`src/rtl/rio_top.sv`:
```
// rio_top -- standalone I/O top for the Tang Primer 20K.
//   Heartbeat LED, three conditioned buttons mirrored on LED1..3, ENA on LED4,
//   joint-10 direction on LED5, DOUT11 = b2 & b3, and three free-running
//   step/dir generators (joints 8, 9, 10). There is no host link: motion runs at
//   a fixed rate and the buttons control it.
//   Optional feature: define RIO_DEBOUNCE_EN to filter each synchronized button
//   through a DEB_CYCLES stability window.
// Ports:
//   sysclk, sysrst_n        clock (rising edge) and async active-low reset
//   BUTTON1..3              raw active-high buttons (asynchronous)
//   BLINK_LED               heartbeat, toggles every BLINK_DIV cycles
//   LED1..LED3              conditioned BUTTON1..3; LED4 = ENA; LED5 = DIR10
//   DOUT11                  conditioned BUTTON2 & BUTTON3
//   ENA                     stepper enable, low while BUTTON1 (stop) is pressed
//   JOINTn_STEPPER_STP/DIR  step pulse and direction, n = 8, 9, 10

// Per-button conditioning: 2-FF synchronizer, optionally followed by a debouncer.
module rio_btn #(
  parameter int DEB_CYCLES = 270_000
) (
  input  logic gclk,
  input  logic grst_n,
  input  logic pin,
  output logic b
);
`ifdef RIO_DEBOUNCE_EN
  localparam bit DEB_EN = 1'b1;
`else
  localparam bit DEB_EN = 1'b0;
`endif

  logic [1:0] sync;

  always_ff @(posedge gclk or negedge grst_n)
    if (!grst_n) sync <= '0;
    else         sync <= {sync[0], pin};

  generate
    if (DEB_EN) begin : g_deb
      localparam int DW = $clog2(DEB_CYCLES + 1);
      logic [DW-1:0] deb_cnt;
      logic          b_q;
      // Count consecutive cycles the synchronized input disagrees with the
      // filtered output; any agreement restarts the window.
      always_ff @(posedge gclk or negedge grst_n)
        if (!grst_n) begin
          deb_cnt <= '0;
          b_q     <= 1'b0;
        end else if (sync[1] == b_q) begin
          deb_cnt <= '0;
        end else if (deb_cnt == DW'(DEB_CYCLES - 1)) begin
          deb_cnt <= '0;
          b_q     <= sync[1];
        end else begin
          deb_cnt <= deb_cnt + 1'b1;
        end
      assign b = b_q;
    end else begin : g_raw
      assign b = sync[1];
    end
  endgenerate
endmodule

// One step/dir generator. TRAVEL > 0 selects ping-pong direction (toggle
// after TRAVEL steps); TRAVEL == 0 latches dir_in.
module rio_stepgen #(
  parameter int PERIOD     = 2700,
  parameter int STEP_PULSE = 54,
  parameter int TRAVEL     = 0
) (
  input  logic gclk,
  input  logic grst_n,
  input  logic ena,
  input  logic dir_in,
  output logic stp,
  output logic dir
);
  localparam int CW = $clog2(PERIOD);

  logic [CW-1:0] cnt;
  logic          at_dir;
  logic          toggle_due;

  // DIR may only move on the STP falling edge: maximal setup and hold.
  assign at_dir = ena && (cnt == CW'(STEP_PULSE));

  always_ff @(posedge gclk or negedge grst_n)
    if (!grst_n) begin
      cnt <= '0;
      stp <= 1'b0;
    end else if (!ena) begin
      cnt <= '0;
      stp <= 1'b0;
    end else begin
      stp <= (cnt < CW'(STEP_PULSE));
      cnt <= (cnt == CW'(PERIOD - 1)) ? '0 : cnt + 1'b1;
    end

  generate
    if (TRAVEL > 0) begin : g_pp
      logic [15:0] steps;
      logic        pend;
      logic        at_rise;
      // cnt == 0 with ena set is exactly the edge that raises STP.
      assign at_rise = ena && (cnt == '0);
      always_ff @(posedge gclk or negedge grst_n)
        if (!grst_n) begin
          steps <= '0;
          pend  <= 1'b0;
        end else begin
          if (at_rise) begin
            if (steps == 16'(TRAVEL - 1)) begin
              steps <= '0;
              pend  <= 1'b1;
            end else begin
              steps <= steps + 1'b1;
            end
          end
          if (at_dir && pend) pend <= 1'b0;
        end
      assign toggle_due = pend;
    end else begin : g_fixed
      assign toggle_due = 1'b1;
    end
  endgenerate

  always_ff @(posedge gclk or negedge grst_n)
    if (!grst_n)                  dir <= 1'b0;
    else if (at_dir && toggle_due) dir <= (TRAVEL > 0) ? ~dir : dir_in;
endmodule

module rio_top #(
  parameter int BLINK_DIV  = 13_500_000,
  parameter int J8_PERIOD  = 2700,
  parameter int J9_PERIOD  = 5400,
  parameter int J10_PERIOD = 1350,
  parameter int STEP_PULSE = 54,
  parameter int J10_TRAVEL = 1000,
  parameter int DEB_CYCLES = 270_000
) (
  input  logic sysclk,
  input  logic sysrst_n,
  input  logic BUTTON1,
  input  logic BUTTON2,
  input  logic BUTTON3,
  output logic BLINK_LED,
  output logic LED1,
  output logic LED2,
  output logic LED3,
  output logic LED4,
  output logic LED5,
  output logic DOUT11,
  output logic ENA,
  output logic JOINT8_STEPPER_STP,
  output logic JOINT8_STEPPER_DIR,
  output logic JOINT9_STEPPER_STP,
  output logic JOINT9_STEPPER_DIR,
  output logic JOINT10_STEPPER_STP,
  output logic JOINT10_STEPPER_DIR
);
  localparam int BW = $clog2(BLINK_DIV);

  logic [2:0]    btn_raw;
  logic [2:0]    b;
  logic [BW-1:0] blink_cnt;

  assign btn_raw = {BUTTON3, BUTTON2, BUTTON1};

  generate
    for (genvar i = 0; i < 3; i++) begin : g_btn
      rio_btn #(.DEB_CYCLES(DEB_CYCLES)) u_btn (
        .gclk   (sysclk),
        .grst_n (sysrst_n),
        .pin    (btn_raw[i]),
        .b      (b[i])
      );
    end
  endgenerate

  always_ff @(posedge sysclk or negedge sysrst_n)
    if (!sysrst_n) begin
      LED1   <= 1'b0;
      LED2   <= 1'b0;
      LED3   <= 1'b0;
      DOUT11 <= 1'b0;
      ENA    <= 1'b0;
    end else begin
      LED1   <= b[0];
      LED2   <= b[1];
      LED3   <= b[2];
      DOUT11 <= b[1] & b[2];
      ENA    <= ~b[0];
    end

  always_ff @(posedge sysclk or negedge sysrst_n)
    if (!sysrst_n) begin
      blink_cnt <= '0;
      BLINK_LED <= 1'b0;
    end else if (blink_cnt == BW'(BLINK_DIV - 1)) begin
      blink_cnt <= '0;
      BLINK_LED <= ~BLINK_LED;
    end else begin
      blink_cnt <= blink_cnt + 1'b1;
    end

  rio_stepgen #(.PERIOD(J8_PERIOD), .STEP_PULSE(STEP_PULSE), .TRAVEL(0)) u_j8 (
    .gclk (sysclk), .grst_n (sysrst_n), .ena (ENA), .dir_in (b[1]),
    .stp  (JOINT8_STEPPER_STP), .dir (JOINT8_STEPPER_DIR)
  );

  rio_stepgen #(.PERIOD(J9_PERIOD), .STEP_PULSE(STEP_PULSE), .TRAVEL(0)) u_j9 (
    .gclk (sysclk), .grst_n (sysrst_n), .ena (ENA), .dir_in (b[2]),
    .stp  (JOINT9_STEPPER_STP), .dir (JOINT9_STEPPER_DIR)
  );

  rio_stepgen #(.PERIOD(J10_PERIOD), .STEP_PULSE(STEP_PULSE), .TRAVEL(J10_TRAVEL)) u_j10 (
    .gclk (sysclk), .grst_n (sysrst_n), .ena (ENA), .dir_in (1'b0),
    .stp  (JOINT10_STEPPER_STP), .dir (JOINT10_STEPPER_DIR)
  );

  assign LED4 = ENA;
  assign LED5 = JOINT10_STEPPER_DIR;
endmodule

```
`config.mk`:
```
export PLATFORM = sky130hd
export DESIGN_NAME = rio_top
export DESIGN_NICKNAME = d
export VERILOG_FILES = /design/src/rtl/rio_top.sv
export SDC_FILE = /design/constraint.sdc
export NUM_CORES = 1
export LEC_CHECK = 0
export ABC_CLOCK_PERIOD_IN_PS = 6250
export BUFFER_PORTS_ARGS = -buffer_cell sky130_fd_sc_hd__clkbuf_2
export CAP_MARGIN = 10
export CORE_ASPECT_RATIO = 2
export CORE_UTILIZATION = 45
export DETAILED_ROUTE_END_ITERATION = 10
export PLACE_DENSITY_LB_ADDON = 0.05
export SYNTH_ARGS = -nofsm -noshare
export SYNTH_HDL_FRONTEND = slang
export SYNTH_SLANG_ARGS = --single-unit
```
`constraint.sdc`:
```
create_clock -name sysclk -period 6.25 [get_ports sysclk]
set_input_delay 1.25 -clock sysclk [delete_from_list [all_inputs] [get_ports sysclk]]
set_output_delay 1.25 -clock sysclk [all_outputs]
set_load 0.05 [all_outputs]
```
---- Word-level counts from Yosys, hierarchy flattened ----
Index checks and enable logic that the tools add are counted.
word-level totals
  register bits after elaboration ......... 95
  input port bits ......................... 5
  output and inout port bits .............. 14
cells by class
  add/subtract/negate cells ............... 5
  magnitude comparators ................... 3
  equal/unequal tests ..................... 8
  mux-type cells .......................... 14
  bitwise operators ....................... 4
  reductions and logical operators ........ 9
operator list
  operator                                                                 count
  13-bit 2-to-1 mux                                                        2
  24-bit by 1-bit adder with 24-bit output, second input constant          1
  24-bit equality test, second input constant                              1
  12-bit 2-to-1 mux                                                        2
  24-bit 2-to-1 mux                                                        1
  11-bit 2-to-1 mux                                                        2
  16-bit by 1-bit adder with 16-bit output, second input constant          1
  16-bit by 10-bit equality test with 1-bit output, second input constant  1
  16-bit 2-to-1 mux                                                        1
  13-bit by 1-bit adder with 13-bit output, second input constant          1
  13-bit equality test, second input constant                              1
  13-bit by 6-bit equality test with 1-bit output, second input constant   1
  13-bit by 6-bit < comparator with 1-bit output, second input constant    1
  12-bit by 1-bit adder with 12-bit output, second input constant          1
  12-bit equality test, second input constant                              1
  12-bit by 6-bit equality test with 1-bit output, second input constant   1
  12-bit by 6-bit < comparator with 1-bit output, second input constant    1
  11-bit by 1-bit adder with 11-bit output, second input constant          1
  11-bit equality test, second input constant                              1
  11-bit by 6-bit equality test with 1-bit output, second input constant   1
  11-bit zero test                                                         1
  11-bit by 6-bit < comparator with 1-bit output, second input constant    1
  1-bit 2-to-1 mux                                                         6
  1-bit logical AND                                                        5
  4 further kinds                                                          7

---- Longest topological paths before layout ----
Gate-level depths: netlist of run 1.
  word-level depth ........................ 5
  mapped depth ............................ 7
  mapped depth without buffers ............ 6

---- Cells and area by module ----
A second synthesis of run 1 with hierarchy kept.
second synthesis, totals
  cell total of the unflattened synthesis .. 452
  area, all modules ....................... 4719.5 sq um
modules (own cells, without submodules)
  module               times used  cells each  area an instance (sq um)  seq. area each (sq um)
  rio_stepgen (u_j10)  1           161         1632.8                    750.7
  rio_top              1           136         1425.1                    750.7
  rio_stepgen (u_j9)   1           77          789.5                     375.4
  rio_stepgen (u_j8)   1           72          721.9                     350.3
  rio_btn              3           2           50.0                      50.0

---- Worst setup path after synthesis of run 1 ----
No wires, ideal clock.
  path kind ............................... register -> output
  from .................................... register ENA
  to ...................................... output LED4
  arrival time ............................ 0.996 ns
  data required time ...................... 5.000 ns
  setup slack ............................. 4.004 ns
  cell stages (with the launch flop) ...... 2
  buffers on the path ..................... 1
  cells stage by stage .................... dfrtp_1 > buf_4
RTL lines
  element                   line  RTL
  start: declaration        153   output logic ENA,
  start signal: assignment  192   ENA <= ~b[0];
  end: declaration          150   output logic LED4,
No word-level cell between the ends.

---- Worst setup path after layout of run 1 ----
  from .................................... register ENA
  to ...................................... output ENA
No word-level cell between the ends.

==> flow_summary.toml, run 1 <==
[outcome]
status = "finished, final reports clean"

[critical_path]
endpoint_kind = "output port"
rrSetupSlack_ns = 3.93
path_class = "reg2out"
cp_max_fo = 11
crit_family = "flip-flops"
cpPeakStageDelay_ns = 0.57
crit_slowest_cell = "dfrtp_1"
worstPathCellList = "clkbuf_2"
crit_required_ns = 5.00
crit_buf_inv = 1
critPathArrivalTime_ns = 1.26
crit_path_start_kind = "register"

[cts]
cts_root_buf = "clkbuf_16"
post_cts_resized = 0
cts.sinks = 95
holdBufCountCts = 0
cts_setup_buffers = 0
cts_tree = "yes"
clk_latency_ns = 0.34
ctsLongestPathBuffers = 2
htreeDepth = 3
cts-buffers-inserted = 9
clk_pin_slew_ns = 0.07

[detailed_routing]
ant_nets = 0
vias = 3020
dr.pass1.iters = 4
viasPerCell = 5.48
drt-total-wl_um = 8290
drt-initial-drc-count = 191
wl_per_cell_um = 15.0
drc = 0

[global_routing]
grt_pass1_wl_um = 13800
grt_max_degree = 75
globalRouteOverflowTotal = 0
grt_antenna_before_repair = 0
grt_usage_pct = 17.8
grt_pass1_vias = 2886

[final_layout]
antenna_cells = 0
fillers = 844
layout.nets = 457
synthToLayoutAreaGrowth_pct = 11.0
final_cells = 551
fin_area_sq_mm = 0.00484
layout-drive-gt1-share_pct = 8.95

[min_path]
min_path_type = "reg2reg"

[floorplan]
die_w_um = 71.6
num_rows = 50
io_pins = 19
start_util_pct = 46.5
die_h_um = 141
dieArea_sq_mm = 0.0101
core-area_sq_mm = 0.00938

[synth]
syn_nets = 439
synthCells = 424
ys_warn_count = 0
yosysSeqAreaShare_pct = 54.5
yosysTopAreaCell = "dfrtp_1"
synth_common_cells = "95 x dfrtp_1, 69 x nor2_1, 33 x xor2_1"
synth_edf_count = 0
synth-main-ff-cell = "dfrtp_1"
syn_area_sq_mm = 0.00436
avgSynthCellArea_sq_um = 10.3
async_reset_ff_share_pct = 100
yosysMostFrequentCell = "dfrtp_1"
yosysUniqueCellTypes = 41
ys_seq_elements = 95
synth_area_leaders = "dfrtp_1 54%, xor2_1 6.6%, nor2_1 5.9%"
yosysTopAreaCellShare_pct = 54.5

[placed_design]
dp_hpwl_um = 5770
dpl.cell_count = 534
placed_area_sq_mm = 0.00454
io_buffers = 18
gp_congestion = 0.814
pre_cts_ws_ns = 3.80

[sta]
setup_ws_ns = 3.74
rsz0062_at_grt = "no"
period_share_pct = 40.1
worst_pin_slew_ns = 0.910
period_needed_ns = 2.51
tns_ns = 0
clock.fmax_mhz = 399
hold_viol = 0
slew_headroom_pct = 39.3
clock_skew_ns = 0.00807
finalSetupViolCount = 0
drv_slew = 0

[pwr]
p_per_area_mw_per_mm2 = 267
peakVddDrop_mv = 0.220
leakage_nw = 2.21
power_mw = 1.29

[flow_run]
drv_cap = 0
## sequential cells by signal (all words and copies together), names as in the netlist, 6 cells and up
signal	flops
blink_cnt	24
g_btn.u_btn.sync	6
u_j10.cnt	11
u_j10.g_pp.steps	16
u_j8.cnt	12
u_j9.cnt	13
## cell type report
| type | instances | area, sq um | area share (%) |
|---|---|---|---|
| clock buffer | 10 | 229 | 4.73 |
| clock inverter | 6 | 71.3 | 1.47 |
| inverter | 15 | 56.3 | 1.16 |
| multi-input combinational | 300 | 1870 | 38.5 |
| sequential | 95 | 2380 | 49.1 |
| tap | 104 | 130 | 2.69 |
| timing repair buffer | 21 | 113 | 2.32 |
## report_power, final
part / switching [mW] / leakage (nW) / total [mW] / internal, mW
Clock: 0.232 / 0.139 / 0.544 / 0.312
Combinational: 0.0568 / 0.805 / 0.0828 / 0.0260
Sequential: 0.0279 / 1.27 / 0.665 / 0.637
Total: 0.316 / 2.21 / 1.29 / 0.975
## path summary, 6_finish.rpt
kind	depth (start not counted)	from	endpoint
min	0	g_btn[1].u_btn.sync[0]	g_btn[1].u_btn.sync[1]
min in group asynchronous	1	sysrst_n	u_j9.cnt[12]
max	1	ENA	ENA
max reg2reg	5	u_j10.cnt[4]	u_j10.g_pp.steps[15]
min reg2reg	0	g_btn[1].u_btn.sync[0]	g_btn[1].u_btn.sync[1]
max in group asynchronous	2	sysrst_n	u_j8.cnt[1]
## stage by stage
stage / util (%) / hold slack [ns]
global placement: 48.4 / 0.335
global route: 51.6 / 0.359
CTS: 51.6 / 0.357
detailed placement: 48.4 / 0.340
finish: 51.6 / 0.354
floorplan: - / 0.331
## kinds of logic (layout without fill, tap and decap cells)
kind of cell,after synthesis,in the layout,share of synthesized area (%)
AO/OA/AOI/OAI,27,27,3.64
XOR/XNOR,59,59,11.8
adder cells (fa/ha/maj),10,10,2.87
buffers and inverters,29,52,2.72
flip-flops,95,95,54.5
multiplexers,2,2,0.516
AND/OR/NAND/NOR,202,202,23.9
## layer usage
| metal | wire [um] | vias up | GRT usage [%] |
|---|---|---|---|
| li1 | - | 1479 | - |
| met1 | 3520 | 1491 | 20.7 |
| met2 | 4450 | 41 | 31.2 |
| met3 | 185 | 9 | 3.48 |
| met4 | 143 | 0 | 7.74 |
| met5 | 0 | - | 0 |
## cells in the final DEF, fill, tap and decap left out, types with 2 or more instances in the layout
cell type,Yosys,routed
a31oi_1,2,2
nand3b_1,3,3
nand4_1,27,27
clkinvlp_4,0,2
clkbuf_16,0,9
xnor2_1,26,26
clkinv_4,0,3
clkbuf_2,0,17
nand3_1,18,18
and4_1,2,2
xor2_1,33,33
ha_1,10,10
nor2b_1,4,4
a21oi_1,3,3
o41ai_1,2,2
and3_1,13,13
dfrtp_1,95,95
or4_1,5,5
and2_1,5,5
buf_4,2,3
nand2_1,32,32
nor2_1,69,69
o31ai_1,3,3
inv_1,15,15
o21ai_0,9,9
o21ai_1,6,6
nor4_1,8,8
nor3_1,5,5
(Power assumes the default switching activity.)
==> inputs of run 2 (changes only) <==
--- a/config.mk
+++ b/config.mk
@@ -5,7 +5,8 @@
 export SDC_FILE = /design/constraint.sdc
 export NUM_CORES = 1
 export LEC_CHECK = 0
-export ABC_CLOCK_PERIOD_IN_PS = 6250
+export ABC_AREA = 1
+export ABC_CLOCK_PERIOD_IN_PS = 2100
 export BUFFER_PORTS_ARGS = -buffer_cell sky130_fd_sc_hd__clkbuf_2
 export CAP_MARGIN = 10
 export CORE_ASPECT_RATIO = 2
==> constraint.sdc (replaced) <==
create_clock -name sysclk -period 2.1 [get_ports sysclk]
set_input_delay 0.42 -clock sysclk [delete_from_list [all_inputs] [get_ports sysclk]]
set_output_delay 0.42 -clock sysclk [all_outputs]
set_load 0.05 [all_outputs]
==> flow_summary.toml, run 2 <==
[outcome]
status = "finished, final reports clean"

[pwr]
p_per_area_mw_per_mm2 = 722
leakage_nw = 2.72
peakVddDrop_mv = 0.381

[synth]
yosysMostFrequentCell = "nand2_1"
syn_area_sq_mm = 0.00517
synth-main-ff-cell = "dfrtp_1"
async_reset_ff_share_pct = 100
yosysTopAreaCell = "dfrtp_1"
synth_edf_count = 0
synthCells = 703
yosysTopAreaCellShare_pct = 46.0
avgSynthCellArea_sq_um = 7.35
yosysSeqAreaShare_pct = 46.0
ys_seq_elements = 95
syn_nets = 718
yosysUniqueCellTypes = 29
synth_area_leaders = "dfrtp_1 46%, nand2_1 13%, nor2_1 10%"
synth_common_cells = "179 x nand2_1, 143 x nor2_1, 95 x dfrtp_1"
ys_warn_count = 0

[cts]
htreeDepth = 3
cts.sinks = 95
cts_tree = "yes"
cts_setup_buffers = 0
clk_pin_slew_ns = 0.07
clk_latency_ns = 0.34
post_cts_resized = 0
cts-buffers-inserted = 9
cts_root_buf = "clkbuf_16"
holdBufCountCts = 0
ctsLongestPathBuffers = 2

[final_layout]
fillers = 1093
final_common_cell = "nand2_1"
layout.nets = 743
regMostFlops = "blink_cnt"
synthToLayoutAreaGrowth_pct = 11.5
reg.largest.list = "blink_cnt x24, u_j10.g_pp.steps x16, u_j9.cnt x13"
antenna_cells = 0
layout-drive-gt1-share_pct = 6.96
largest_reg_flops = 24
final_cell_mix = "179 x nand2_1, 143 x nor2_1, 95 x dfrtp_1, 87 x inv_1, 59 x nand3_1"

[global_routing]
grt_pass1_vias = 4659
grt_antenna_before_repair = 0
globalRouteOverflowTotal = 0
grt_usage_pct = 24.5
grt_max_degree = 47
grt_pass1_wl_um = 22300

[floorplan]
start_util_pct = 46.1
io_pins = 19
core-area_sq_mm = 0.0112
die_h_um = 154
dieArea_sq_mm = 0.0119
die_w_um = 77.8
num_rows = 55

[placed_design]
gp_congestion = 0.945
io_buffers = 18
dp_hpwl_um = 10400
pre_cts_ws_ns = 0.336

[sta]
hold_viol = 0
finalSetupViolCount = 0
setup_ws_ns = 0.336
clock.fmax_mhz = 567
slew_headroom_pct = 69.2
period_share_pct = 84.0
clock_skew_ns = 0.00974
worst_pin_slew_ns = 0.462
period_needed_ns = 1.76
tns_ns = 0
rsz0062_at_grt = "no"
drv_slew = 0

[critical_path]
path_class = "reg2reg"
cp_max_fo = 9
ff2ff_path_depth = 8
endpoint_kind = "register"
crit_required_ns = 2.31
critPathArrivalTime_ns = 1.98
crit_path_start_kind = "register"

[detailed_routing]
wl_per_cell_um = 15.2
drc = 0
ant_nets = 0
dr.pass1.iters = 4
drt-initial-drc-count = 243
vias = 4553
drt-total-wl_um = 13300
viasPerCell = 5.20

[flow_run]
drv_cap = 0

[min_path]
min_path_type = "in2async"
-- run 2: cell count changes after synthesis, sizes merged, moves of 5 or more --
cell,before,now
and3,13,0
xnor2,26,8
xor2,33,13
nand2,32,180
nor3,5,22
or4,6,0
nor4,9,0
a21oi,3,8
nor2,69,151
clkbuf,10,2
nand3,18,59
inv,15,89
and2,5,0
-- run 2: through the flow --
stage | std cells | area (sq um) | total power [mW] | hold slack (ns) | util (%)
finish | 875 | 5770 | 4.16 | 0.0212 | 51.4
CTS | 875 | 5770 | 4.22 | 0.0345 | 51.4
global route | 875 | 5770 | 4.34 | 0.0467 | 51.4
floorplan | 703 | 5170 | 2.24 | 0.124 | -
global placement | 859 | 5430 | 2.35 | 0.338 | 48.4
detailed placement | 859 | 5430 | 2.36 | 0.343 | 48.4
-- run 2: critical path: stages (launching register included) --
cell     delay [ns]
dfrtp_1        0.39
ha_1           0.22
nand2_1        0.10
inv_1          0.12
nand2_1        0.11
inv_1          0.13
nand3_1        0.10
nor2_2         0.36
nor2_1         0.10
-- run 2: power by group --
part / internal, mW / switching, mW
Sequential: 1.89 / 0.0930
Clock: 1.10 / 0.746
Combinational: 0.104 / 0.229
-- run 2: cell families (layout without fill, tap and decap cells) --
| group | count (synthesis) | after routing | synth area share, % |
|---|---|---|---|
| DFF | 95 | 95 | 46.0 |
| buffers and inverters | 98 | 128 | 7.67 |
| and+or+nand+nor | 443 | 443 | 36.4 |
| adders and majority gates | 10 | 10 | 2.42 |
| xor gates and xnor gates | 21 | 21 | 3.56 |
| AOI/OAI and AO/OA | 36 | 36 | 3.92 |
-- run 2: final timing paths --
kind | startpoint | slack [ns] | to
max reg2reg | blink_cnt[0] | 0.34 | blink_cnt[18]
max in group asynchronous | sysrst_n | 1.45 | blink_cnt[11]
min | sysrst_n | 0.02 | u_j9.stp
max | blink_cnt[0] | 0.34 | blink_cnt[18]
min in group sysclk | BUTTON3 | 0.19 | g_btn[2].u_btn.sync[0]
min reg2reg | g_btn[1].u_btn.sync[0] | 0.35 | g_btn[1].u_btn.sync[1]
-- run 2: metal layers --
metal  GRT usage (%)  vias up  wire length, um
li1                -     2274                -
met1            23.3     2136             4500
met2            48.1       97             7830
met3            2.91       46              258
met4            15.1        0              750
met5               0        -                0
-- run 2: cell type report --
class / count / area, sq um / share of cell area, %
Inverter: 89 / 337 / 5.84
Clock buffer: 10 / 239 / 4.14
Clock inverter: 6 / 97.6 / 1.69
Sequential cell: 95 / 2380 / 41.2
Timing Repair Buffer: 23 / 143 / 2.47
Tap cell: 142 / 178 / 3.08
Multi-Input combinational cell: 510 / 2390 / 41.5
